$ cat src/rtl/morse_pkg.sv
// Shared constants for the Morse key decoder: token types, FSM encoding and
// the unit-counter sizing helper.
package morse_pkg;

   localparam logic [1:0] TOK_CHAR  = 2'd0;
   localparam logic [1:0] TOK_SPACE = 2'd1;
   localparam logic [1:0] TOK_BSP   = 2'd2;

   localparam logic [1:0] ST_IDLE      = 2'd0;
   localparam logic [1:0] ST_MARK      = 2'd1;
   localparam logic [1:0] ST_GAP       = 2'd2;
   localparam logic [1:0] ST_WAIT_WORD = 2'd3;

   // Saturation point of the unit counter: the longest interval ever compared.
   function automatic int unsigned ucnt_max(input int unsigned word_gap_units,
                                            input int unsigned erase_units);
      return (word_gap_units > erase_units) ? word_gap_units : erase_units;
   endfunction

   function automatic int unsigned ucnt_width(input int unsigned word_gap_units,
                                              input int unsigned erase_units);
      return $clog2(ucnt_max(word_gap_units, erase_units) + 1);
   endfunction

endpackage

$ cat src/rtl/morse_unit_timer.sv
// Unit prescaler for the key decoder: counts whole Morse units since the last
// key edge, saturating at the longest interval of interest.
module morse_unit_timer #(
   parameter int unsigned UNIT_CYCLES = 16,
   parameter int unsigned UCNT_MAX    = 10,
   parameter int unsigned UW          = 4
) (
   input  logic          clk,
   input  logic          rst_n,
   input  logic          key,
   output logic [UW-1:0] ucnt,
   output logic          unit_tick_c,
   output logic          key_edge_c
);

   localparam int unsigned PW = $clog2(UNIT_CYCLES);

   logic          key_q, key_d;
   logic [PW-1:0] pcnt_q, pcnt_d;
   logic [UW-1:0] ucnt_q, ucnt_d;

   // Any key edge restarts timing so each press and each gap is measured alone.
   always_comb begin
      key_d       = key;
      pcnt_d      = pcnt_q;
      ucnt_d      = ucnt_q;
      key_edge_c  = key ^ key_q;
      unit_tick_c = 1'b0;
      if (key_edge_c) begin
         pcnt_d = '0;
         ucnt_d = '0;
      end else if (pcnt_q == PW'(UNIT_CYCLES - 1)) begin
         unit_tick_c = 1'b1;
         pcnt_d      = '0;
         if (ucnt_q != UW'(UCNT_MAX)) begin
            ucnt_d = ucnt_q + UW'(1);
         end
      end else begin
         pcnt_d = pcnt_q + PW'(1);
      end
   end

   always_ff @(posedge clk or negedge rst_n) begin
      if (!rst_n) begin
         key_q  <= 1'b0;
         pcnt_q <= '0;
         ucnt_q <= '0;
      end else begin
         key_q  <= key_d;
         pcnt_q <= pcnt_d;
         ucnt_q <= ucnt_d;
      end
   end

   assign ucnt = ucnt_q;

endmodule

$ cat src/rtl/morse_key_decoder.sv
// Straight-key Morse decoder: classifies presses into dits, dashes and erases,
// assembles characters and emits char/space/backspace tokens over valid/ready.
module morse_key_decoder
   import morse_pkg::*;
#(
   parameter int unsigned UNIT_CYCLES    = 16,
   parameter int unsigned DASH_UNITS     = 2,
   parameter int unsigned CHAR_GAP_UNITS = 3,
   parameter int unsigned WORD_GAP_UNITS = 7,
   parameter int unsigned ERASE_UNITS    = 10,
   parameter int unsigned MAX_SYM        = 6
) (
   input  logic                       clk,
   input  logic                       rst_n,
   input  logic                       key,
   input  logic                       en,
   output logic                       out_valid,
   input  logic                       out_ready,
   output logic [1:0]                 out_type,
   output logic [$clog2(MAX_SYM+1)-1:0] out_len,
   output logic [MAX_SYM-1:0]         out_pattern,
   output logic                       err,
   output logic                       busy
);

   localparam int unsigned LW   = $clog2(MAX_SYM + 1);
   localparam int unsigned UMAX = ucnt_max(WORD_GAP_UNITS, ERASE_UNITS);
   localparam int unsigned UW   = ucnt_width(WORD_GAP_UNITS, ERASE_UNITS);

   logic [UW-1:0] ucnt;
   logic          unit_tick_c;
   logic          key_edge_c;

   morse_unit_timer #(
      .UNIT_CYCLES (UNIT_CYCLES),
      .UCNT_MAX    (UMAX),
      .UW          (UW)
   ) u_timer (
      .clk         (clk),
      .rst_n       (rst_n),
      .key         (key),
      .ucnt        (ucnt),
      .unit_tick_c (unit_tick_c),
      .key_edge_c  (key_edge_c)
   );

   logic [1:0]         state_q, state_d;
   logic [LW-1:0]      len_q, len_d;
   logic [MAX_SYM-1:0] pat_q, pat_d;

   logic               out_valid_q, out_valid_d;
   logic [1:0]         out_type_q, out_type_d;
   logic [LW-1:0]      out_len_q, out_len_d;
   logic [MAX_SYM-1:0] out_pat_q, out_pat_d;
   logic               err_q, err_d;
   logic               busy_q, busy_d;

   logic               emit_c;
   logic [1:0]         emit_type_c;
   logic [LW-1:0]      emit_len_c;
   logic [MAX_SYM-1:0] emit_pat_c;
   logic               ovf_c;
   logic               dash_c;
   logic               char_tick_c;
   logic               word_tick_c;

   // Gap ticks fire on the unit edge where ucnt is about to reach the threshold.
   always_comb begin
      dash_c      = (ucnt >= UW'(DASH_UNITS));
      char_tick_c = unit_tick_c && (ucnt == UW'(CHAR_GAP_UNITS - 1));
      word_tick_c = unit_tick_c && (ucnt == UW'(WORD_GAP_UNITS - 1));
   end

   always_comb begin
      state_d     = state_q;
      len_d       = len_q;
      pat_d       = pat_q;
      emit_c      = 1'b0;
      emit_type_c = TOK_CHAR;
      emit_len_c  = '0;
      emit_pat_c  = '0;
      ovf_c       = 1'b0;
      case (state_q)
         ST_IDLE: begin
            if (key) state_d = ST_MARK;
         end
         ST_MARK: begin
            if (!key) begin
               if (ucnt >= UW'(ERASE_UNITS)) begin
                  len_d       = '0;
                  pat_d       = '0;
                  emit_c      = 1'b1;
                  emit_type_c = TOK_BSP;
                  state_d     = ST_IDLE;
               end else if (len_q == LW'(MAX_SYM)) begin
                  len_d   = '0;
                  pat_d   = '0;
                  ovf_c   = 1'b1;
                  state_d = ST_IDLE;
               end else begin
                  pat_d   = pat_q | (MAX_SYM'(dash_c) << len_q);
                  len_d   = len_q + LW'(1);
                  state_d = ST_GAP;
               end
            end
         end
         ST_GAP: begin
            if (key) begin
               state_d = ST_MARK;
            end else if (char_tick_c) begin
               emit_c      = 1'b1;
               emit_type_c = TOK_CHAR;
               emit_len_c  = len_q;
               emit_pat_c  = pat_q;
               len_d       = '0;
               pat_d       = '0;
               state_d     = ST_WAIT_WORD;
            end
         end
         ST_WAIT_WORD: begin
            if (key) begin
               state_d = ST_MARK;
            end else if (word_tick_c) begin
               emit_c      = 1'b1;
               emit_type_c = TOK_SPACE;
               state_d     = ST_IDLE;
            end
         end
         default: state_d = ST_IDLE;
      endcase
      // Disable abandons the character in progress but never touches the output slot.
      if (!en) begin
         state_d = ST_IDLE;
         len_d   = '0;
         pat_d   = '0;
         emit_c  = 1'b0;
         ovf_c   = 1'b0;
      end
   end

   // One-deep output slot; a new token may replace one leaving in the same cycle.
   always_comb begin
      out_valid_d = out_valid_q;
      out_type_d  = out_type_q;
      out_len_d   = out_len_q;
      out_pat_d   = out_pat_q;
      err_d       = ovf_c;
      busy_d      = (state_d != ST_IDLE);
      if (emit_c) begin
         if (!out_valid_q || out_ready) begin
            out_valid_d = 1'b1;
            out_type_d  = emit_type_c;
            out_len_d   = emit_len_c;
            out_pat_d   = emit_pat_c;
         end else begin
            err_d = 1'b1;
         end
      end else if (out_valid_q && out_ready) begin
         out_valid_d = 1'b0;
      end
   end

   always_ff @(posedge clk or negedge rst_n) begin
      if (!rst_n) begin
         state_q     <= ST_IDLE;
         len_q       <= '0;
         pat_q       <= '0;
         out_valid_q <= 1'b0;
         out_type_q  <= TOK_CHAR;
         out_len_q   <= '0;
         out_pat_q   <= '0;
         err_q       <= 1'b0;
         busy_q      <= 1'b0;
      end else begin
         state_q     <= state_d;
         len_q       <= len_d;
         pat_q       <= pat_d;
         out_valid_q <= out_valid_d;
         out_type_q  <= out_type_d;
         out_len_q   <= out_len_d;
         out_pat_q   <= out_pat_d;
         err_q       <= err_d;
         busy_q      <= busy_d;
      end
   end

   assign out_valid   = out_valid_q;
   assign out_type    = out_type_q;
   assign out_len     = out_len_q;
   assign out_pattern = out_pat_q;
   assign err         = err_q;
   assign busy        = busy_q;

endmodule

$ cat config.mk
export PLATFORM = sky130hd
export DESIGN_NAME = morse_key_decoder
export DESIGN_NICKNAME = d
export VERILOG_FILES = /design/src/rtl/morse_pkg.sv /design/src/rtl/morse_unit_timer.sv /design/src/rtl/morse_key_decoder.sv
export SDC_FILE = /design/constraint.sdc
export NUM_CORES = 1
export LEC_CHECK = 0
export CAP_MARGIN = 40
export CORE_MARGIN = 2
export CORE_UTILIZATION = 50
export CTS_CLUSTER_DIAMETER = 30
export DETAILED_ROUTE_END_ITERATION = 7
export HOLD_SLACK_MARGIN = 0.03
export PLACE_DENSITY = 0.78
export SLEW_MARGIN = 0
export SYNTH_ARGS = -nofsm -noshare
export SYNTH_HDL_FRONTEND = slang
export SYNTH_SLANG_ARGS = --single-unit
$ cat constraint.sdc
create_clock -name clk -period 2.6 [get_ports clk]
set_input_delay 0.52 -clock clk [delete_from_list [all_inputs] [get_ports clk]]
set_output_delay 0.52 -clock clk [all_outputs]
set_load 0.02 [all_outputs]
Word level (Yosys, flattened, before mapping) --
Cells that the tools add are included.
Word-level totals: logic and storage cells 107, register bits after elaboration 34, input bits 5
Operators by class: muxes and demuxes 60, order comparisons 2, reduce and logical (&&, ||, !) cells 14, equal/unequal tests 13, $add $sub $neg 3, bitwise gates (word level) 2, shift operators 1
Operators by type and width (count):
- $mux W6 | 9
- $mux W3 | 9
- $mux W2 | 11
- $mux W1 | 21
- $mux W4 | 5
- $pmux W6 S2 | 1
- $ne A3 B3 Y1 const B | 3
- $add A4 B1 Y4 const B | 2
- $pmux W2 S4 | 1
- $reduce_bool A2 Y1 | 4
- $or A6 B6 Y6 | 1
- $pmux W3 S2 | 1
- $reduce_and A2 Y1 | 3
- $shl A1 B3 Y6 | 1
- $eq A2 B2 Y1 const B | 2
- $eq A4 B2 Y1 const B | 1
- $eq A4 B3 Y1 const B | 1
- $eq A4 B4 Y1 const B | 1
- $ge A4 B2 Y1 const B | 1
- $ge A4 B4 Y1 const B | 1
- $ne A4 B4 Y1 const B | 1
- $pmux W2 S2 | 1
- $reduce_and A4 Y1 | 1
- $add A3 B1 Y3 const B | 1
- 10 further kinds | 12

Logic depth before layout (Yosys ltp) --
Gate-level depths: netlist of run 1.
depth after elaboration 10, mapped depth 7

By module --
From an unflattened synthesis of run 1, not the netlist that was laid out.
Unflattened totals: cell total of the unflattened synthesis 150, area total of the unflattened synthesis 1665.3 um^2
By module, submodules not included:
- morse_key_decoder | instances 1, seq. area each 625.6 um^2, cells each 108, area each 1223.7 um^2
- morse_unit_timer | instances 1, seq. area each 225.2 um^2, cells each 42, area each 441.7 um^2

Worst setup path before layout of run 1 --
OpenSTA, ideal clock, no wires.
kind in2reg, start point input key, end point register out_len_q[0] (netlist: out_len[0]), data arrival time 1.804 ns, setup time 0.121 ns, stages 5, required time 2.479 ns, path buffers 1, path slack 0.675 ns, cell sequence buf_2 or3b_2 nor4_2 o21ai_1 a22o_1
On the way: longest elaborated chain between the ends 8, elaborated cells between the ends (all ways) 15, classes of those cells 11 x mux; 1 x bitwise; 3 x reduce/logical
Ends and longest elaborated chain:
- start: declaration | RTL line morse_key_decoder.sv:15 | input logic key,
- $xor A1 B1 Y1 | RTL line morse_unit_timer.sv:27 | key_edge_c = key ^ key_q;
- $mux W1 | RTL line morse_unit_timer.sv:29 | if (key_edge_c) begin
- $logic_and A1 B1 Y1, on equally long branches | RTL line morse_key_decoder.sv:71, morse_key_decoder.sv:70
- $mux W1, on equally long branches | RTL line morse_key_decoder.sv:123, morse_key_decoder.sv:110
- $mux W1, on equally long branches | RTL line morse_key_decoder.sv:121, morse_key_decoder.sv:108
- $pmux W1 S3 | RTL line morse_key_decoder.sv:83 | case (state_q)
- $mux W1 | RTL line morse_key_decoder.sv:132 | if (!en) begin
- $reduce_and A2 Y1 (no source line)
- end signal: assignment | RTL line morse_key_decoder.sv:180 | out_len_q <= out_len_d;
- end: declaration | RTL line morse_key_decoder.sv:53 | logic [LW-1:0] out_len_q, out_len_d;
Several ways; a longest one is shown, not always the timed one. A chain may end at the register's enable or synchronous reset.

Final worst setup path of run 1 --
start point register u_timer.ucnt_q[2] (netlist: u_timer.ucnt[2]), end point register out_len_q[1] (netlist: out_len[1])
On the way: longest elaborated chain between the ends 7, elaborated cells between the ends (all ways) 17, classes of those cells 1 x order compare; 2 x eq/ne; 11 x mux; 3 x reduce/logical
Ends and longest elaborated chain:
- start: declaration | RTL line morse_unit_timer.sv:20 | logic [UW-1:0] ucnt_q, ucnt_d;
- start signal: assignment | RTL line morse_unit_timer.sv:51 | ucnt_q <= ucnt_d;
- parallel branches: the longest is 7 deep, another holds $ge A4 B4 Y1
Parallel ways; which one is timed is not known.

==> results by group, run 1 <==
Global route
  – Antenna violations before repair: 0
  – Global route total overflow: 0
  – Largest net degree at the start of global routing: 35
  – All-layer global routing usage: 0.199
  – Global-route wire length before repair: 6.05 mm
  – Vias in the first global route: 1341

Logic synthesis
  – Post-Synth Adder-Cell Area: 0.0221
  – Mapped Area: 1700 um^2
  – Post-Synth XOR/XNOR Area: 0.0464
  – FF+latch count, synth: 34
  – Largest family of logic cells by synthesized area: compound AO/OA/AOI/OAI gates
  – Mapped Cells: 157
  – Synth Net Count: 165
  – Async SR Flop Fraction: 1.00
  – Simple-gate share of the synthesized area: 0.199
  – Register area share after synthesis: 0.500
  – Post-synthesis mux area share: 0
  – Compound-Gate Fraction of Synth Area: 0.202
  – Synth cell types: 44
  – Syn Area/Cell: 10.8 um^2
  – Synth Warn #: 0
  – Main flop type after synthesis: dfrtp_1
  – Number of synthesized flops with an enable pin: 0

Timing
  – Least-Margin Pin Slew: 0.707 ns
  – RSZ-0062 raised after global routing: no
  – Final worst-path setup slack: a little over 0.4 ns
  – Setup Skew: around 0.0087 ns
  – Fin crit share: 0.843
  – Tmin final: between 2 and 2.5 ns
  – Fmax: approximately 0.46 GHz
  – Final Hold Fails: 0
  – Max-slew violations: 0
  – Worst rel slew slack: 0.526
  – Setup TNS: 0 ns
  – Final setup viols: 0

Clocking
  – CTS max path bufs: 2
  – Hold buffers post-CTS: 0
  – H-tree depth: 2
  – Worst-path clk slew: about 0.1 ns
  – PostCTS Resize Cnt: 0
  – Clk_lat worst skew: 0.34 ns
  – TritonCTS Buffers: 5
  – Clk sink count: 34
  – CTS Root Cell: clkbuf_4
  – CTS tree: built
  – Setup bufs post-CTS: 0

Power
  – Peak supply drop: about 0.33 mV
  – Total chip power: between 0.001 and 0.0015 W
  – Switching share of power: 0.261
  – Int Power: approximately 0.0008 W
  – Pleak: 0.873 nW
  – Pwr/cell area: 549 nW/um^2
  – Comb pwr share: 0.119
  – Sequential share of power: 0.535
  – Clock Power Share: 0.346
  – Net switching power: a little under 0.0003 W

Setup path
  – WS Path Type: reg2reg
  – Reg2Reg Setup Slack: a little over 0.4 ns
  – Worst path arrival time: 2.47 ns
  – Startpoint types: flop
  – Worst R2R Start: u_timer.ucnt[2]
  – Reg-to-reg endpoint: out_len[1]
  – Crit path required time: 2.88 ns
  – Worst-path maximum fanout: 10
  – FF-to-FF path depth: 4
  – Worst setup EP type: flop
  – Crit path from: u_timer.ucnt[2]
  – Worst Setup EP: out_len[1]

Floorplan
  – Die boundary height: 62.3 um
  – Chip width: around 62 um
  – Row cnt: 21
  – Core area: 3310 um^2
  – Starting Density: 0.514
  – Top-Level Pins: 19
  – Total Die Area: 3880 um^2

Place
  – RD Place Congestion: 0.812
  – DP HPWL: between 2 and 2.5 mm
  – Pre-CTS setup slack: 0.163 ns
  – Post-Place Cell Area: 1940 um^2
  – Port buffer count: 18

Detailed routing
  – WL met2: around 1.7 mm
  – Top Metal Used: met4
  – DRC Markers: 0
  – DR pass1 iterations: 4
  – Drt total wl: 3.43 mm
  – Met3 WL: 233 um
  – Metal-1 WL: 1.45 mm
  – DRT iter0 DRCs: 84
  – Vias post-DR: 1343
  – Via-per-instance ratio: a little under 6
  – Wirelength per Cell: around 15 um
  – ANT nets after route: 0

Final layout
  – Register area: about 850 um^2
  – Number of diodes: 0
  – Share of cells above drive strength 1: 0.0829
  – Post-route cell area: between 2000 and 2500 um^2
  – Fill cells: 293
  – Multi-input logic area: 797 um^2
  – Area grow syn2layout: 18.6%
  – NumNets Final: 188

Job
  – Max-cap violations: 0

Min path
  – Hold WC Path Type: reg2reg

Outcome
  – Outcome: complete, no violations
[per-stage QoR]
step,hold WS (ns),util,std cells
floorplan,0.224,-,157
global placement,0.442,0.587,219
detailed placement,0.469,0.587,219
CTS,0.482,0.609,227
global route,0.505,0.609,227
finish,0.476,0.609,227
[critical path, cell delays in order, from the launching register on]
cell and delay (ns):
dfrtp_1 0.52, o21ai_0 0.56, nor2_1 0.18, o21ai_1 0.62
a22o_1 0.25
[flip-flops by register name (all words and copies together) (netlist names)]
signal / count
pat_q: 6
len_q: 3
state_q: 2
err: 1
out_pattern: 6
out_len: 3
u_timer.key_q: 1
out_valid: 1
busy: 1
out_type: 2
u_timer.ucnt: 4
u_timer.pcnt_q: 4
[placed cells by master, fill, tap and decap left out, types with 4 or more instances in the layout]
cell type         n
a211oi_1          4
a21oi_1           5
a22o_1           11
and2_1            4
buf_4             5
clkbuf_4          5
clkdlybuf4s50_1  18
dfrtp_1          34
inv_1             5
nand2b_1          4
nand3_1           6
nor2_1           11
o21a_1            7
o21ai_0           5
xnor2_1           4
xor2_1            5
[final cells by class]
cell class	count	area share
tap	46	0.0285
clock inverter	1	0.0149
sequential	34	0.422
timing repair buffer	23	0.108
inverter	5	0.00931
clock buffer	7	0.0223
multi-input combinational	111	0.395
[power groups by stage]
stage | sequential (W) | combinational (W) | clock, W
6_report | 0.000592 | 0.000131 | 0.000383
5_1_grt | 0.000599 | 0.000146 | 0.000421
4_1_cts | 0.000591 | 0.000132 | 0.000390
3_5_place_dp | 0.000602 | 0.000130 | 0
3_3_place_gp | 0.000598 | 0.000125 | 0
2_1_floorplan | 0.000588 | 0.0000929 | 0
[cells by family (layout without fill, tap and decap cells)]
kind of cell	count (synthesis)	count (layout)
XOR/XNOR	9	9
adder cells (fa/ha/maj)	3	3
AO/OA/AOI/OAI	45	45
AND/OR/NAND/NOR	54	54
buffers and inverters	12	36
flip-flops	34	34
[metal layers]
metal	GRT usage	up-vias
met5	0	-
met4	0.0833	0
met3	0.0562	8
met2	0.333	53
met1	0.242	649
li1	-	633
[synth_stat cells (4+ instances only)]
library cell	number	area, um^2
dfrtp_1	34	851
o21a_1	7	52.6
nand3_1	6	30.0
a22o_1	11	96.3
xor2_1	5	43.8
buf_2	6	30.0
xnor2_1	4	35.0
nand2b_1	4	25.0
inv_1	5	18.8
and2_1	4	25.0
a21oi_1	5	25.0
nor2_1	11	41.3
o21ai_0	5	25.0
a211oi_1	4	30.0
[how the worst min path moves through the flow]
| stage | from | to | cells after the start |
|---|---|---|---|
| 2_1_floorplan | rst_n | busy | 0 |
| 3_3_place_gp | u_timer.pcnt_q[0] | u_timer.pcnt_q[0] | 1 |
| 3_5_place_dp | u_timer.pcnt_q[0] | u_timer.pcnt_q[0] | 1 |
| 4_1_cts | u_timer.pcnt_q[0] | u_timer.pcnt_q[0] | 1 |
| 5_1_grt | u_timer.pcnt_q[0] | u_timer.pcnt_q[0] | 1 |
| 6_report | u_timer.pcnt_q[0] | u_timer.pcnt_q[0] | 1 |
Note: power is estimated with default switching activity, not from simulation.
==> run 2, diff against run 1 <==
clock period = 2.1 ns   (was 2.6 ns; I/O delays follow)
==> results by group, run 2 (synthesized netlist as in run 1, its figures left out) <==
Outcome
  – Outcome: complete, no violations

Place
  – Pre-CTS setup slack: -0.300 ns (-0.463 ns)
  – DP HPWL: 2.82 mm (+19%)
  – RD Place Congestion: 0.892 (+9.9%)
  – Post-Place Cell Area: 2050 um^2 (+5.8%)
  – Port buffer count: 18 (unchanged)
  – Placed insts: 234 (+6.8%)

Detailed routing
  – DRT iter0 DRCs: 57 (-32%)
  – Drt total wl: 3.89 mm (+13%)
  – DR pass1 iterations: 4 (unchanged)
  – Via-per-instance ratio: 5.83 (-1.5%)
  – Vias post-DR: 1405 (+4.6%)
  – DRC Markers: 0 (unchanged)
  – ANT nets after route: 0 (unchanged)
  – Wirelength per Cell: 16.1 um (+6.7%)

Timing
  – RSZ-0062 raised after global routing: no
  – Setup TNS: 0 ns (unchanged)
  – Max-slew violations: 0 (unchanged)
  – Fmax: 0.508 GHz (+11%)
  – Setup Skew: 0.0146 ns (+0.00593 ns)
  – Final Hold Fails: 0 (unchanged)
  – Fin crit share: 0.938 (+0.0948)
  – Tmin final: 1.97 ns (-0.223 ns)
  – Least-Margin Pin Slew: 0.509 ns (-0.198 ns)
  – Worst rel slew slack: 0.661 (+0.135)
  – Final worst-path setup slack: 0.130 ns (-0.277 ns)
  – Hold Worst Slack: 0.454 ns (-0.0218 ns)
  – Final setup viols: 0 (unchanged)

Clocking
  – CTS max path bufs: 2 (unchanged)
  – CTS tree: built
  – Setup bufs post-CTS: 0 (unchanged)
  – Worst-path clk slew: 0.11 ns (about the same)
  – H-tree depth: 2 (unchanged)
  – TritonCTS Buffers: 5 (unchanged)
  – Clk sink count: 34 (unchanged)
  – CTS Root Cell: clkbuf_4
  – Clk_lat worst skew: 0.35 ns (about the same)

Floorplan
  – Core area: 3310 um^2 (unchanged)
  – Die boundary height: 62.3 um (unchanged)
  – Starting Density: 0.514 (unchanged)
  – Row cnt: 21 (unchanged)
  – Top-Level Pins: 19 (unchanged)
  – Total Die Area: 3880 um^2 (unchanged)
  – Chip width: 62.3 um (unchanged)

Final layout
  – Most frequent cells in the layout: dfrtp_1 (34), buf_4 (20), clkdlybuf4s50_1 (18)
  – Post-route cell area: 2140 um^2 (+6.1%)
  – Most common cell after layout, fill and taps aside: dfrtp_1
  – NumNets Final: 203 (+8.0%)
  – Number of diodes: 0 (unchanged)
  – Fill cells: 289 (-1.4%)
  – Share of cells above drive strength 1: 0.164 (+0.0812)
  – Non-filler instance count after layout: 241 (+6.2%)
  – Area grow syn2layout: 25.8%

Setup path
  – Crit path required time: 2.33 ns (-0.55 ns)
  – Worst setup EP type: flop
  – Crit path from: u_timer.pcnt_q[0]
  – Crit path buf inv count: 0 (unchanged)
  – Cells along the critical path: ha_1 -> nand3_4 -> or3_1 -> a311o_1 -> a221o_1
  – Worst R2R Start: u_timer.pcnt_q[0]
  – WS Path Type: reg2reg
  – Startpoint types: flop
  – Crit path max-delay family: compound AO/OA/AOI/OAI gates
  – Critical-path top delay cell: or3_1
  – Crit-path max cell delay: 0.39 ns (-0.23 ns)
  – Worst path arrival time: 2.20 ns (-0.27 ns)
  – Worst-path maximum fanout: 3 (-7)

Global route
  – Global-route wire length before repair: 6.42 mm (+6.1%)
  – Global route total overflow: 0 (unchanged)
  – Antenna violations before repair: 0 (unchanged)
  – All-layer global routing usage: 0.211 (+0.0127)
  – Largest net degree at the start of global routing: 35 (unchanged)
  – Vias in the first global route: 1406 (+4.8%)

Power
  – Pleak: 0.952 nW (+9.1%)
  – Peak supply drop: 0.330 mV (-0.69%)
  – Sequential share of power: 0.516 (-0.019)
  – Clock Power Share: 0.352 (+0.006)
  – Switching share of power: 0.257 (-0.00403)
  – Int Power: 0.00105 W (+29%)
  – Comb pwr share: 0.132 (+0.013)
  – Net switching power: 0.000365 W (+26%)
  – Pwr/cell area: 662 nW/um^2 (+21%)

Job
  – Max-cap violations: 0 (unchanged)

Min path
  – Hold WC Path Type: in2async
==> run 2: cell count changes in the layout (fill, tap and decap cells not counted), sizes merged <==
cell	change
buf	+15
clkbuf	-1
==> run 2: path summary, 6_finish.rpt <==
kind | to | cells after the start | slack (ns)
max in group asynchronous | u_timer.pcnt_q[2] | 2 | 1.33
worst min register to register | u_timer.pcnt_q[0] | 1 | 0.47
worst min-delay path | state_q[1] | 2 | 0.45
worst max register to register | busy | 5 | 0.13
min in group clk | u_timer.pcnt_q[0] | 1 | 0.47
worst max-delay path | busy | 5 | 0.13
==> run 2: area by class of cell <==
cell class	instances	area, um^2	area share
Tap cell	46	57.6	0.0269
Clock buffer	6	51.3	0.0240
Multi-Input combinational cell	111	801	0.374
Timing Repair Buffer	38	330	0.154
Clock inverter	1	30.0	0.0140
Sequential cell	34	851	0.398
Inverter	5	18.8	0.00877
==> run 2: power by group through the flow <==
stage                     Combinational (W)  Clock [W]  Sequential, W
after floorplan                    0.000115          0       0.000729
after global placement             0.000176          0       0.000737
after detailed placement           0.000186          0       0.000743
after CTS                          0.000188   0.000505       0.000730
after global routing               0.000206   0.000536       0.000735
final                              0.000187   0.000498       0.000731
==> run 2: routing by layer <==
layer  vias to the layer above  track usage  share of wire
met2                        32        0.365           0.52
met5                         -            0              0
met3                        10       0.0562          0.035
met4                         0       0.0944          0.023
li1                        659            -              -
met1                       704        0.246           0.43
==> run 2: timing repair <==
action	in CTS	in global routing
endpoints found under the setup margin	0	15
hold buffers	0	0
resized for setup	0	2
==> run 2: metrics by stage <==
step | utilization | total power [W]
after floorplan | - | 0.000844
after global placement | 0.621 | 0.000913
after detailed placement | 0.621 | 0.000929
after CTS | 0.645 | 0.00142
after global routing | 0.646 | 0.00148
final | 0.646 | 0.00142
==> run 3, diff against run 2 <==
CAP_MARGIN = 20   (was 40)
PLACE_DENSITY = 0.81   (was 0.78)
clock period = 1.6 ns   (was 2.1 ns; I/O delays follow)
==> results by group, run 3 (synthesized netlist as in run 1, its figures left out) <==
Power
  – Peak supply drop: 1.07 mV (+220%)
  – Total chip power: 0.00195 W (+38%)
  – Pleak: 1.23 nW (+29%)
  – Pwr/cell area: 764 nW/um^2 (+15%)

Final layout
  – Non-filler instance count after layout: 267 (+11%)
  – Most common cell after layout, fill and taps aside: buf_4
  – Share of cells above drive strength 1: 0.371 (+0.207)
  – Number of diodes: 0 (unchanged)
  – Most frequent cells in the layout: buf_4 (39), dfrtp_1 (34), dlygate4sd2_1 (14)
  – Utilization after layout: 0.772 (+0.126)
  – NumNets Final: 229 (+13%)
  – Area grow syn2layout: 50.4%
  – Fill cells: 226 (-22%)

Floorplan
  – Total Die Area: 3880 um^2 (unchanged)
  – Row cnt: 21 (unchanged)
  – Starting Density: 0.514 (unchanged)
  – Top-Level Pins: 19 (unchanged)
  – Chip width: 62.3 um (unchanged)
  – Core area: 3310 um^2 (unchanged)
  – Die boundary height: 62.3 um (unchanged)

Clocking
  – CTS max path bufs: 2 (unchanged)
  – Hold buffers post-CTS: 0 (unchanged)
  – Clk sink count: 34 (unchanged)
  – CTS Root Cell: clkbuf_4
  – H-tree depth: 2 (unchanged)
  – Clk_lat worst skew: 0.35 ns (about the same)
  – TritonCTS Buffers: 5 (unchanged)
  – CTS tree: built
  – Worst-path clk slew: 0.10 ns (about the same)

Place
  – RD Place Congestion: 0.905 (+1.5%)
  – DP HPWL: 2.91 mm (+3.2%)
  – Placed insts: 254 (+8.5%)
  – Port buffer count: 18 (unchanged)
  – Pre-CTS setup slack: -0.587 ns (-0.287 ns)

Setup path
  – Worst path arrival time: 2.18 ns (-0.02 ns)
  – Startpoint types: flop
  – Reg2Reg Setup Slack: -0.29 ns (-0.42 ns)
  – Worst-path maximum fanout: 7 (+4)
  – Worst R2R Start: u_timer.ucnt[0]
  – WS Path Type: reg2reg
  – FF-to-FF path depth: 8 (+3)
  – Crit path required time: 1.89 ns (-0.44 ns)
  – Worst setup EP type: flop
  – Reg-to-reg endpoint: len_q[1]

Outcome
  – Outcome: finished with violations
  – Failing checks: negative setup slack

Global route
  – Largest net degree at the start of global routing: 35 (unchanged)
  – All-layer global routing usage: 0.264 (+0.0525)
  – Antenna violations before repair: 0 (unchanged)
  – Global-route wire length before repair: 7.87 mm (+23%)
  – Vias in the first global route: 1611 (+15%)
  – Global route total overflow: 0 (unchanged)

Timing
  – RSZ-0062 raised after global routing: yes
  – Setup Skew: 0.0138 ns (-0.000825 ns)
  – Fmax: 0.530 GHz (+4.5%)
  – Least-Margin Pin Slew: 0.485 ns (-0.0240 ns)
  – Setup TNS: -3.89 ns (-3.89 ns)
  – Final worst-path setup slack: -0.286 ns (-0.416 ns)
  – Max-slew violations: 0 (unchanged)
  – Final setup viols: 24 (+24)
  – Tmin final: 1.89 ns (-0.0839 ns)
  – Fin crit share: 1.18 (+0.241)
  – Final Hold Fails: 0 (unchanged)
  – Worst rel slew slack: 0.676 (+0.0153)

Detailed routing
  – Via-per-instance ratio: 5.76 (-1.1%)
  – DR pass1 iterations: 4 (unchanged)
  – Drt total wl: 4.67 mm (+20%)
  – DRT iter0 DRCs: 120 (+110%)
  – Wirelength per Cell: 17.5 um (+8.4%)
  – Vias post-DR: 1539 (+9.5%)
  – ANT nets after route: 0 (unchanged)
  – DRC Markers: 0 (unchanged)

Min path
  – Hold WC Path Type: in2async

Job
  – Max-cap violations: 0 (unchanged)
-- run 3: changes by cell type in the layout (fill, tap and decap cells not counted), moves of 3 or more --
| cell | before | now |
|---|---|---|
| buf_6 | 0 | 3 |
| o21ai_1 | 1 | 4 |
| a21oi_1 | 5 | 1 |
| buf_4 | 20 | 39 |
| dlygate4sd2_1 | 0 | 14 |
| clkdlybuf4s50_1 | 18 | 3 |
| o21ai_0 | 4 | 1 |
| a21oi_2 | 0 | 4 |
| a211oi_1 | 4 | 1 |
-- run 3: layout make-up --
class                      count  area [um^2]  area share
tap                           46         57.6      0.0225
multi-input combinational    112         1010       0.394
clock inverter                 1         30.0      0.0117
clock buffer                   6         51.3      0.0201
inverter                       5         18.8     0.00734
sequential                    34          851       0.333
timing repair buffer          63          542       0.212
-- run 3: how the worst max path moves through the flow --
stage / startpoint / endpoint / slack [ns] / cells past startpoint
after global routing: u_timer.ucnt[0] / len_q[1] / -0.36 / 8
final: u_timer.ucnt[0] / len_q[1] / -0.29 / 8
after detailed placement: key / out_pattern[3] / -0.59 / 5
after global placement: key / out_pattern[3] / -0.51 / 5
after CTS: u_timer.ucnt[0] / busy / -0.24 / 6
after floorplan: u_timer.ucnt[0] / busy / -0.19 / 6
-- run 3: per-layer routing --
| metal | wire length (um) | GRT usage |
|---|---|---|
| met1 | 1890 | 0.320 |
| met2 | 2380 | 0.439 |
| met3 | 239 | 0.0634 |
| met4 | 154 | 0.136 |
| met5 | 0 | 0 |
-- run 3: critical path, cell delays in order, from the launching register on --
cell and delay [ns]:
dfrtp_1 0.41, inv_1 0.08, ha_2 0.20, nand2b_4 0.06
buf_4 0.16, nand4bb_4 0.26, buf_8 0.18, a211oi_4 0.31
o22a_1 0.17
-- run 3: what timing repair did --
action | 4_1_cts | 5_1_grt
setup endpoints to repair | 39 | 27
gates cloned | 1 | 0
resized for setup | 41 | 14
endpoints found under the hold margin | 0 | 0
setup buffers | 3 | 3
pin swaps | 24 | 10
-- run 3: stage by stage --
stage | hold WS (ns) | area [um^2]
floorplan | 0.0244 | 1740
global placement | 0.480 | 2240
detailed placement | 0.487 | 2240
CTS | 0.371 | 2480
global route | 0.343 | 2560
finish | 0.356 | 2560
-- run 3: power by group --
part	total (W)	switching, W	internal [W]
logic	0.000356	0.000183	0.000173
clock network	0.000651	0.000287	0.000364
registers	0.000946	0.0000482	0.000897
==> variant: new RTL, flow settings as in run 3 <==
Change the parameter `WORD_GAP_UNITS` from 7 to 8.
--- a/src/rtl/morse_key_decoder.sv
+++ b/src/rtl/morse_key_decoder.sv
@@ -7,5 +7,5 @@
    parameter int unsigned DASH_UNITS     = 2,
    parameter int unsigned CHAR_GAP_UNITS = 3,
-   parameter int unsigned WORD_GAP_UNITS = 7,
+   parameter int unsigned WORD_GAP_UNITS = 8,
    parameter int unsigned ERASE_UNITS    = 10,
    parameter int unsigned MAX_SYM        = 6
Check against the original RTL: no difference found for any inputs over 10 cycles, from zero or initial values and one cycle with rst_n low; that may be too few to reach the edited logic, so the function may still have changed.
==> variant against run 3 <==
Largest cell class unchanged; routed wire length is 2.1% higher; worst setup slack worse by 0.047 ns; area after synthesis is 2.6% lower; sequential cell count stayed put; sequential share of layout area is 1.7 points higher; total power is 16% lower; design area is 4.8% lower; the flow still finishes with violations (setup timing).
==> variant: results (changes against run 3) <==
<table>
<tr><th>Metric</th><th>Value</th></tr>
<tr><th colspan="2">Run status</th></tr>
<tr><td>Outcome</td><td>complete, but fails checks</td></tr>
<tr><td>Violated checks</td><td>setup timing</td></tr>
<tr><th colspan="2">Route</th></tr>
<tr><td>Vias</td><td>1466 (-4.7%)</td></tr>
<tr><td>Final WL</td><td>4770 um (+2.1%)</td></tr>
<tr><td>Detailed-routed wire length on met2</td><td>2600 um (+9.1%)</td></tr>
<tr><td>Initial detailed-routing violation count</td><td>57 (-53%)</td></tr>
<tr><th colspan="2">Setup path</th></tr>
<tr><td>Top fanout value on the critical path</td><td>5 (-2)</td></tr>
<tr><td>CP arrival</td><td>2.20 ns (+0.02 ns)</td></tr>
<tr><th colspan="2">Clock network</th></tr>
<tr><td>Post-CTS repair timing setup buffer count</td><td>2 (-1)</td></tr>
<tr><td>Count of cells resized by post-cts repair</td><td>18 (-56%)</td></tr>
<tr><th colspan="2">Synth</th></tr>
<tr><td>Top cells by instance count after synthesis</td><td>34 x sky130_fd_sc_hd__dfrtp_1, 19 x sky130_fd_sc_hd__nor2_1, 16 x sky130_fd_sc_hd__inv_1, 15 x sky130_fd_sc_hd__nand2_1, 9 x sky130_fd_sc_hd__mux2i_1</td></tr>
<tr><td>Cell types with the largest area share after synthesis</td><td>sky130_fd_sc_hd__dfrtp_1 51%, sky130_fd_sc_hd__mux2i_1 5.4%, sky130_fd_sc_hd__nor2_1 4.3%, sky130_fd_sc_hd__inv_1 3.6%, sky130_fd_sc_hd__nand2_1 3.4%</td></tr>
<tr><td>Compound-cell area share of the yosys netlist</td><td>0.128 (-0.0739)</td></tr>
<tr><td>Portion of the post-synthesis area used by sequential elements</td><td>0.514 (+0.0136)</td></tr>
<tr><td>Count of distinct cell types in the synthesized netlist</td><td>45 (+2.3%)</td></tr>
<tr><th colspan="2">Timing</th></tr>
<tr><td># setup viols final</td><td>24 (unchanged)</td></tr>
<tr><td>Worst-case setup margin in the final layout</td><td>-0.333 ns (-0.0466 ns)</td></tr>
<tr><th colspan="2">Global route</th></tr>
<tr><td>Fraction of met1 tracks used by global routing</td><td>0.274 (-0.0459)</td></tr>
<tr><td>Met3 usage</td><td>0.0504 (-0.0130)</td></tr>
<tr><td>Tot GR Track Use</td><td>0.238 (-0.0257)</td></tr>
<tr><th colspan="2">Pwr</th></tr>
<tr><td>Highest ir drop seen on vdd</td><td>517 uV (-52%)</td></tr>
<tr><td>Reported clock group power</td><td>0.000521 W (-20%)</td></tr>
<tr><th colspan="2">Layout</th></tr>
<tr><td>Post-route insts no fill</td><td>265 (-0.75%)</td></tr>
<tr><td>Final nets</td><td>228 (-0.44%)</td></tr>
<tr><th colspan="2">Placed design</th></tr>
<tr><td>Dpl cell area</td><td>2130 um^2 (-4.9%)</td></tr>
</table>
[variant: cell types whose count changed in the layout (fill, tap and decap cells not counted), sizes merged, moves of 4 or more]
cell   before  now
a21oi       5    0
a22o       11    0
a41oi       0    4
and2        4    0
buf        45   41
inv         5   16
mux2i       0    9
nand2       2   15
nor2       11   19
o21a        7    2
o21ai       7    3
[variant: worst paths after layout]
kind,start,to,slack [ns],cells past startpoint
worst min-delay path,rst_n,pat_q[4],0.36,2
max in group asynchronous,rst_n,u_timer.ucnt[0],0.91,2
worst max register to register,u_timer.ucnt[0],out_pattern[2],-0.33,7
worst min register to register,out_pattern[4],out_pattern[4],0.52,2
min in group clk,out_pattern[4],out_pattern[4],0.52,2
worst max-delay path,u_timer.ucnt[0],out_pattern[2],-0.33,7
[variant: area by class of cell]
cell class              count  area (um^2)
inverters                  16         60.1
clock buffers               6         51.3
multi-input cells         103          878
clock inverters             2         12.5
flip-flops and latches     34          851
fillers                   213          668
well taps                  44         55.1
repair buffers             60          527
